**config.mk**
```make
export PLATFORM = sky130hd
export DESIGN_NAME = sr_bank_sequencer
export DESIGN_NICKNAME = d
export VERILOG_FILES = /design/src/rtl/sr_ctrl_pkg.sv /design/src/rtl/rr_arbiter.sv /design/src/rtl/sr_bank_sequencer.sv
export SDC_FILE = /design/constraint.sdc
export NUM_CORES = 1
export LEC_CHECK = 0
export BUFFER_PORTS_ARGS = -buffer_cell sky130_fd_sc_hd__buf_4
export CAP_MARGIN = 40
export CORE_MARGIN = 2
export CORE_UTILIZATION = 51
export DETAILED_ROUTE_END_ITERATION = 10
export GPL_TIMING_DRIVEN = 0
export PLACE_DENSITY = 0.87
export SETUP_SLACK_MARGIN = 0.5
export SLEW_MARGIN = 25
export SYNTH_ARGS = -nofsm -noshare
export SYNTH_HDL_FRONTEND = slang
export SYNTH_SLANG_ARGS = --single-unit
```
**constraint.sdc**
```tcl
create_clock -name clk -period 2.5 [get_ports clk]
set_input_delay 0.5 -clock clk [delete_from_list [all_inputs] [get_ports clk]]
set_output_delay 0.5 -clock clk [all_outputs]
set_load 0.01 [all_outputs]
```
**src/rtl/sr_ctrl_pkg.sv**
```systemverilog
// Shared types and constants for the SR bank sequencer.
package sr_ctrl_pkg;

    typedef enum logic [1:0] {
        IDLE  = 2'd0,
        DRIVE = 2'd1,
        CHECK = 2'd2
    } state_e;

    localparam logic OP_SET = 1'b1;
    localparam logic OP_CLR = 1'b0;

endpackage

```
**src/rtl/rr_arbiter.sv**
```systemverilog
// Combinational round-robin arbiter: picks the first requester at or after the
// pointer, wrapping from NREQ-1 back to 0.
module rr_arbiter #(
    parameter int NREQ  = 4,
    parameter int PTR_W = $clog2(NREQ)
) (
    input  logic [NREQ-1:0]  req,
    input  logic [PTR_W-1:0] pointer,
    output logic [PTR_W-1:0] grant_idx,
    output logic             any_req
);

    logic w_found;

    always_comb begin : p_search
        int j;
        j         = 0;
        w_found   = 1'b0;
        grant_idx = '0;
        any_req   = |req;
        for (int k = 0; k < NREQ; k++) begin
            j = int'(pointer) + k;
            if (j >= NREQ) begin
                j = j - NREQ;
            end
            if (!w_found && req[j]) begin
                w_found   = 1'b1;
                grant_idx = PTR_W'(j);
            end
        end
    end

endmodule

```
**src/rtl/sr_bank_sequencer.sv**
```systemverilog
// Round-robin sequencer that pulses one S or R line of an external SR bank per
// command, reads Q back, acks the requester and latches the first failure.
module sr_bank_sequencer
    import sr_ctrl_pkg::*;
#(
    parameter int NREQ  = 4,
    parameter int NBITS = 8,
    parameter int IDX_W = (NBITS > 1) ? $clog2(NBITS) : 1,
    parameter int PULSE = 1
) (
    input  logic                   clk,
    input  logic                   reset,
    input  logic [NREQ-1:0]        req,
    input  logic [NREQ-1:0]        req_op,
    input  logic [NREQ*IDX_W-1:0]  req_idx,
    output logic [NREQ-1:0]        ack,
    output logic [NBITS-1:0]       s_out,
    output logic [NBITS-1:0]       r_out,
    input  logic [NBITS-1:0]       q_in,
    output logic                   busy,
    output logic                   err,
    output logic [IDX_W-1:0]       err_idx
);

    localparam int         PTR_W    = $clog2(NREQ);
    localparam logic [1:0] CNT_INIT = 2'(PULSE - 1);

    state_e             r_state;
    logic [PTR_W-1:0]   r_ptr;
    logic [PTR_W-1:0]   r_grant;
    logic               r_op;
    logic [IDX_W-1:0]   r_idx;
    logic [1:0]         r_cnt;
    logic [NBITS-1:0]   r_s;
    logic [NBITS-1:0]   r_r;
    logic [NREQ-1:0]    r_ack;
    logic               r_busy;
    logic               r_err;
    logic [IDX_W-1:0]   r_err_idx;

    logic               w_any;
    logic [PTR_W-1:0]   w_gnt;
    logic               w_gnt_op;
    logic [IDX_W-1:0]   w_gnt_idx;
    logic               w_gnt_ok;
    logic [NBITS-1:0]   w_gnt_vec;
    logic [NBITS-1:0]   w_cur_vec;
    logic               w_cur_ok;
    logic               w_q_bit;
    logic [PTR_W-1:0]   w_next_ptr;

    rr_arbiter #(
        .NREQ  (NREQ),
        .PTR_W (PTR_W)
    ) u_arb (
        .req       (req),
        .pointer   (r_ptr),
        .grant_idx (w_gnt),
        .any_req   (w_any)
    );

    assign w_gnt_op   = req_op[w_gnt];
    assign w_gnt_idx  = req_idx[int'(w_gnt)*IDX_W +: IDX_W];
    assign w_gnt_ok   = int'(w_gnt_idx) < NBITS;
    assign w_gnt_vec  = NBITS'(1) << w_gnt_idx;
    assign w_cur_vec  = NBITS'(1) << r_idx;
    assign w_cur_ok   = int'(r_idx) < NBITS;
    assign w_q_bit    = |(q_in & w_cur_vec);
    assign w_next_ptr = (r_grant == PTR_W'(NREQ - 1)) ? '0 : r_grant + 1'b1;

    always_ff @(posedge clk or negedge reset) begin
        if (!reset) begin
            r_state   <= IDLE;
            r_ptr     <= '0;
            r_grant   <= '0;
            r_op      <= 1'b0;
            r_idx     <= '0;
            r_cnt     <= '0;
            r_s       <= '0;
            r_r       <= '0;
            r_ack     <= '0;
            r_busy    <= 1'b0;
            r_err     <= 1'b0;
            r_err_idx <= '0;
        end else begin
            case (r_state)
                IDLE: begin
                    if (w_any) begin
                        r_grant <= w_gnt;
                        r_op    <= w_gnt_op;
                        r_idx   <= w_gnt_idx;
                        r_busy  <= 1'b1;
                        if (w_gnt_ok) begin
                            r_state <= DRIVE;
                            r_cnt   <= CNT_INIT;
                            r_s     <= (w_gnt_op == OP_SET) ? w_gnt_vec : '0;
                            r_r     <= (w_gnt_op == OP_CLR) ? w_gnt_vec : '0;
                        end else begin
                            // Bit does not exist: skip the pulse, report via CHECK.
                            r_state <= CHECK;
                            r_ack   <= NREQ'(1) << w_gnt;
                        end
                    end
                end
                DRIVE: begin
                    if (r_cnt == 2'd0) begin
                        r_state <= CHECK;
                        r_s     <= '0;
                        r_r     <= '0;
                        r_ack   <= NREQ'(1) << r_grant;
                    end else begin
                        r_cnt <= r_cnt - 1'b1;
                    end
                end
                CHECK: begin
                    r_state <= IDLE;
                    r_ack   <= '0;
                    r_busy  <= 1'b0;
                    r_ptr   <= w_next_ptr;
                    if (!r_err && (!w_cur_ok || (w_q_bit != r_op))) begin
                        r_err     <= 1'b1;
                        r_err_idx <= r_idx;
                    end
                end
                default: begin
                    r_state <= IDLE;
                    r_s     <= '0;
                    r_r     <= '0;
                    r_ack   <= '0;
                    r_busy  <= 1'b0;
                end
            endcase
        end
    end

    assign ack     = r_ack;
    assign s_out   = r_s;
    assign r_out   = r_r;
    assign busy    = r_busy;
    assign err     = r_err;
    assign err_idx = r_err_idx;

endmodule

```
==> flow_metrics.py, run 1 <==
metrics = {
    "clocking": {
        "cts_buffer_depth": 2,
        "cts_tree": "built",
        "cts_root_buf": "clkbuf_8",
        "worstSkewPairLatency_ns": 0.29,
        "numCtsBuffers": 5,
        "h-tree-depth": 2,
        "clk_pin_slew_ns": 0.07,
        "clock_sinks": 37,
    },
    "detailed_routing": {
        "routed_via_density": 5.68,
        "dr.pass1.iters": 4,
        "drt_iter0_markers": 79,
        "wl_per_cell_um": 16.4,
        "vias": 1642,
        "ant_nets": 0,
        "drc": 0,
        "routed_wl_um": 4750,
    },
    "die": {
        "start_util_pct": 52.6,
        "rows": 22,
        "fp.coreArea_mm2": 0.00363,
        "die_x_um": 65.2,
        "dieArea_mm2": 0.00425,
        "io_pins": 55,
        "die_h_um": 65.2,
    },
    "status": {
        "outcome": "finished clean",
    },
    "worst_setup_path": {
        "critical_path_buf_inv_count": 0,
        "r2r-start": "r_ptr[1]$_DFFE_PN0P_",
        "crit_type": "flip-flop to flip-flop",
        "critPathMaxFanout": 7,
        "cpLargestDelayFamily": "multiplexers",
        "worstPathRequired_ns": 2.69,
        "critical_path_arrival_ns": 2.22,
        "cp-end-kind": "flip-flop",
        "slowest_delay_ns": 0.41,
        "crit_chain": "mux2i_1 -> or2_1 -> nand3_4 -> mux2i_4 -> mux2_4 -> o41ai_2",
        "crit_start": "r_ptr[1]$_DFFE_PN0P_",
        "slowest_stage": "dfrtp_2",
        "start_kind": "flip-flop",
    },
    "yosys": {
        "async_reset_ff_share_pct": 100,
        "synth_area_leaders": "dfrtp_1, a32o_1, mux2i_1",
        "ys.flop_type": "dfrtp_1",
        "synth_edf_count": 0,
        "syn_nets": 205,
        "synth_area_per_cell_um2": 11.2,
        "synth.largest_area_cell": "dfrtp_1",
        "yosysSeqAreaShare_pct": 48.5,
        "yosysTopAreaCellShare_pct": 48.5,
        "yosysWarnings": 0,
        "synth-seq-cells": 37,
        "syn_inst": 170,
        "synth_cell_types": 41,
        "syn_area_mm2": 0.00191,
    },
    "worst_hold_path": {
        "hold_class": "input port to asynchronous set/reset pin",
    },
    "finish": {
        "layout_common_cells": "buf_4, dfrtp_1, nand2_1, o21ai_0, inv_1",
        "syn_to_final_growth_pct": 42.3,
        "drive_gt1_share_pct": 45.2,
        "final_common_cell": "buf_4",
        "fin_cells": 289,
        "post-route-cell-area_mm2": 0.00272,
        "nets": 276,
        "antennaDiodeCount": 0,
    },
    "global_route": {
        "use_met2_pct": 34.4,
        "track_usage_pct": 21.1,
        "use_met3_pct": 4.28,
        "antenna_found_initial": 0,
        "grt_pass1_wl_um": 6920,
        "grt_max_degree": 38,
        "overflow": 0,
        "grt_pass1_vias": 1457,
        "met1_usage_pct": 27.8,
        "busiest_layer": "met2",
    },
    "placement": {
        "post-place-cells": 272,
        "post_dp_cell_area_mm2": 0.00238,
        "place_congestion": 0.846,
        "io_buffers": 54,
        "hpwl_um": 3040,
    },
    "sta": {
        "finalSetupViolCount": 0,
        "hold_viol": 0,
        "min_period_ns": 2.03,
        "finClkSkew_ns": 0.00476,
        "rsz0062_at_grt": "yes",
        "finalMaxSlewViolations": 0,
        "max-slew-margin-rel_pct": 69.5,
        "tns_ns": 0,
        "worstMarginPinSlew_ns": 0.457,
        "fmax_ghz": 0.492,
        "fin_crit_sh_pct": 81.3,
    },
    "flow_run": {
        "maxCapViolCount": 0,
    },
    "power": {
        "ir_drop_uv": 670,
        "total_power_uw": 2970,
        "p_per_area_mw_per_mm2": 1090,
        "p_leak_uw": 0.00128,
    },
}
-- through the flow --
stage	hold WS, ns	setup WS (ns)	utilization (%)
2_1_floorplan	0.204	0.510	-
3_3_place_gp	0.469	0.168	65.4
3_5_place_dp	0.472	0.150	65.4
4_1_cts	0.167	0.463	69.2
5_1_grt	0.187	0.380	74.8
6_report	0.158	0.468	74.8
-- flip-flops by register name, summed over array words and instances (netlist names), 2 cells and up --
register / cells
ack: 4
err_idx: 3
r_cnt: 2
r_grant: 2
r_idx: 3
r_out: 8
r_ptr: 2
r_state: 2
s_out: 8
-- layout make-up --
| cell class | count | area [µm²] |
|---|---|---|
| Buffer | 3 | 13.8 |
| Clock buffer | 6 | 82.6 |
| Clock inverter | 1 | 7.51 |
| Fill cell | 254 | 915 |
| Inverter | 12 | 45.0 |
| Multi-Input combinational cell | 120 | 1120 |
| Sequential cell | 37 | 928 |
| Tap cell | 48 | 60.1 |
| Timing Repair Buffer | 62 | 465 |
-- final timing paths --
path | to | slack, ns | cells past startpoint
setup / recovery | r_out[5]$_DFFE_PN0P_ | 0.47 | 6
hold reg to reg | s_out[6]$_DFFE_PN0P_ | 0.49 | 2
max in group asynchronous | r_ptr[1]$_DFFE_PN0P_ | 1.99 | 1
setup reg to reg | r_out[5]$_DFFE_PN0P_ | 0.47 | 6
min in group clk | s_out[6]$_DFFE_PN0P_ | 0.49 | 2
hold / removal | r_grant[1]$_DFFE_PN0P_ | 0.16 | 1
-- per-layer routing --
metal / wire length, µm / share of wire, % / up-vias
li1: - / - / 783
met1: 2030 / 43 / 806
met2: 2420 / 51 / 43
met3: 225 / 4.7 / 10
met4: 83 / 1.7 / 0
met5: 0 / 0 / -
-- cell usage after synthesis, types with 2 or more instances --
library cell	number
dfrtp_1	37
o31ai_1	7
ha_1	5
o21ai_0	14
a21boi_0	3
a21o_1	2
nand4_1	2
nand3_1	7
mux4_1	2
a21oi_1	2
o41ai_1	4
mux2i_1	7
clkbuf_1	3
nor2b_1	2
mux2_2	3
mux2_4	3
or2b_1	2
nor2_1	4
inv_1	12
nand2_1	16
nand3b_1	6
a32o_1	8
-- report_power, final --
part	leakage, µW	total (µW)	internal [µW]	switching, µW
clock network	0.0000433	420	218	203
registers	0.000481	978	803	175
logic	0.000757	1580	761	815
-- cell families (layout without fill, tap and decap cells) --
group	after synthesis	after routing	synth area share (%)
AO/OA/AOI/OAI	48	48	19.9
AND/OR/NAND/NOR	48	48	13.7
flip-flops	37	37	48.5
multiplexers	16	18	11.3
buffers and inverters	15	84	2.95
adder cells (fa/ha/maj)	5	5	3.27
XOR/XNOR	1	1	0.458
-- repair_timing --
action,in CTS,in global routing
hold buffers,0,0
setup buffers,3,5
setup endpoints to repair,18,21
pin swaps,1,8
resized for setup,11,30
gates cloned,0,2
Note: power is estimated with default switching activity, not from simulation.
==> run 2, diff against run 1 <==
- ABC_AREA: unset -> 1
- CORE_UTILIZATION: 51 -> 54
- PLACE_DENSITY: 0.87 -> 0.88
- clock period: 2.5 -> 2 ns (I/O delays scaled with it)
==> run 2 against run 1 <==
Net effect: the run now ends with setup timing left; routed wire length up 62%; die area up 15%; critical path depth up 9; cell count up 52%; register-to-register slack worse by 0.77 ns; highest routed layer unchanged.
==> flow_metrics.py, run 2 <==
metrics = {
    "finish": {
        "syn_to_final_growth_pct": 46.9,
        "drive_gt1_share_pct": 50.5,
        "layout_common_cells": "buf_4, nand2_1, dfrtp_1, inv_1, nand3_2",
        "final_common_cell": "buf_4",
        "fin_cells": 440,
        "nFillCells": 225,
        "multi_input_area_mm2": 0.00155,
        "seqCellArea_um2": 927,
        "nets": 422,
        "antennaDiodeCount": 0,
    },
    "detailed_routing": {
        "drt_iter0_markers": 246,
        "wl_per_cell_um": 17.5,
        "dr.pass1.iters": 5,
        "routed_wl_um": 7720,
        "ant_nets": 0,
        "routed_via_density": 5.73,
        "vias": 2523,
        "drc": 0,
    },
    "die": {
        "rows": 24,
        "start_util_pct": 55.2,
        "dieArea_mm2": 0.00490,
        "fp.coreArea_mm2": 0.00426,
        "die_x_um": 70,
        "io_pins": 55,
        "die_h_um": 70,
    },
    "sta": {
        "layout_setup_ws_ns": -0.299,
        "rsz0062_at_grt": "yes",
        "worstMarginPinSlew_ns": 0.478,
        "max-slew-margin-rel_pct": 68.1,
        "fmax_ghz": 0.435,
        "finalSetupViolCount": 20,
        "holdWs_ns": 0.0469,
        "fin_crit_sh_pct": 115,
        "min_period_ns": 2.30,
        "finClkSkew_ns": 0.00928,
        "finalMaxSlewViolations": 0,
        "hold_viol": 0,
    },
    "worst_setup_path": {
        "critical_path_arrival_ns": 2.54,
        "crit_type": "flip-flop to flip-flop",
        "start_kind": "flip-flop",
        "worstPathRequired_ns": 2.24,
        "slowest_stage": "dfrtp_1",
        "critical_path_buf_inv_count": 3,
        "cp-end-kind": "flip-flop",
        "slowest_delay_ns": 0.40,
        "cpLargestDelayFamily": "simple AND/OR/NAND/NOR gates",
        "critPathMaxFanout": 8,
        "crit_chain": "buf_6 -> inv_8 -> nand2_2 -> nand2_4 -> nand2_4 -> nand2_4 -> nor2_8 -> nand4_1 -> nand2_4 -> inv_8 -> nand3_4 -> nand2_4 -> nor2_4 -> nand3_1 -> nand2_1",
        "crit_top_cell": "nand2_4",
    },
    "global_route": {
        "track_usage_pct": 25.1,
        "grt_max_degree": 38,
        "overflow": 0,
        "antenna_found_initial": 0,
        "grt_pass1_vias": 2268,
        "grt_pass1_wl_um": 9850,
    },
    "clocking": {
        "cts_hold_buf": 0,
        "numCtsBuffers": 5,
        "h-tree-depth": 2,
        "clock_sinks": 37,
        "cts_root_buf": "clkbuf_8",
        "cts_buffer_depth": 2,
        "clk_pin_slew_ns": 0.08,
        "worstSkewPairLatency_ns": 0.30,
        "cts_tree": "built",
    },
    "yosys": {
        "syn_nets": 338,
        "yosysSeqAreaShare_pct": 39.4,
        "yosysTopAreaCellShare_pct": 39.4,
        "synth-seq-cells": 37,
        "ys.flop_type": "dfrtp_1",
        "synth.largest_area_cell": "dfrtp_1",
        "synth_area_leaders": "dfrtp_1, nand2_1, nand3_1",
        "synth_most_common_cell": "nand2_1",
        "async_reset_ff_share_pct": 100,
        "synth_area_per_cell_um2": 7.76,
        "syn_area_mm2": 0.00235,
        "synth_cell_types": 27,
        "synthTopCellsByCount": "nand2_1, inv_1, nand3_1, dfrtp_1, nor2_1",
        "yosysWarnings": 0,
        "synth_edf_count": 0,
        "syn_inst": 303,
    },
    "placement": {
        "hpwl_um": 3930,
        "post-place-cells": 409,
        "place_congestion": 0.810,
        "io_buffers": 54,
    },
    "status": {
        "violations": "setup timing",
        "outcome": "finished, violations left",
    },
    "worst_hold_path": {
        "hold_class": "input port to asynchronous set/reset pin",
    },
    "flow_run": {
        "maxCapViolCount": 0,
    },
}
[run 2: cell types whose count changed in the layout (fill, tap and decap cells not counted), moves of 11 or more]
cell	change
nor2_1	+14
o21ai_1	+11
inv_1	+23
nand2_2	+20
nand3_2	+27
nand2_4	+20
nand2_1	+44
[run 2: worst paths after layout]
path | startpoint | end | slack, ns | cells past startpoint
worst max-delay path | r_ptr[0]$_DFFE_PN0P_ | r_out[0]$_DFFE_PN0P_ | -0.30 | 15
worst min-delay path | reset | ack[1]$_DFFE_PN0P_ | 0.05 | 1
worst max register to register | r_ptr[0]$_DFFE_PN0P_ | r_out[0]$_DFFE_PN0P_ | -0.30 | 15
worst min register to register | err_idx[0]$_DFFE_PN0P_ | err_idx[0]$_DFFE_PN0P_ | 0.50 | 2
max in group asynchronous | reset | r_ptr[1]$_DFFE_PN0P_ | 1.58 | 1
min in group clk | err_idx[0]$_DFFE_PN0P_ | err_idx[0]$_DFFE_PN0P_ | 0.50 | 2
[run 2: routing by layer]
metal	wire (µm)	global-route usage (%)	vias to the layer above	part of all wire [%]
li1	-	-	1138	-
met1	2850	30.8	1171	37
met2	3900	44.7	178	51
met3	616	3.90	36	8.0
met4	351	8.76	0	4.5
met5	0	0	-	0
[run 2: final cells by class]
| cell class | instances | share of cell area, % |
|---|---|---|
| multi-input combinational | 218 | 44.9 |
| sequential | 37 | 26.8 |
| timing repair buffer | 75 | 16.4 |
| inverter | 45 | 5.39 |
| clock buffer | 7 | 2.79 |
| tap | 52 | 1.88 |
| buffer | 5 | 1.63 |
| clock inverter | 1 | 0.145 |
[run 2: cells by family after synthesis]
logic type,after synthesis,synth area share [%]
adder cells (fa/ha/maj),5,2.66
AND/OR/NAND/NOR,177,38.1
AO/OA/AOI/OAI,33,9.63
multiplexers,1,0.479
flip-flops,37,39.4
buffers and inverters,50,9.73
[run 2: per-stage QoR]
stage	setup TNS (ns)	instance area, µm²	utilization (%)	worst slack (ns)
2_1_floorplan	0	2420	-	0.209
3_3_place_gp	0	2890	67.7	0.0390
3_5_place_dp	-0.0899	2890	67.7	-0.0265
4_1_cts	0	3140	73.6	0.0227
5_1_grt	-5.09	3460	81.0	-0.423
6_report	-3.39	3460	81.0	-0.299
[run 2: timing repair]
item | in CTS | in global routing
gates resized for setup | 29 | 58
gates cloned | 0 | 5
setup endpoints to repair | 30 | 30
pin swaps | 6 | 28
hold endpoints to repair | 0 | 0
setup buffers | 7 | 11
Power of run 2 is not shown: default switching activity piles up to over one toggle a cycle in this logic, so the estimate is an artifact.
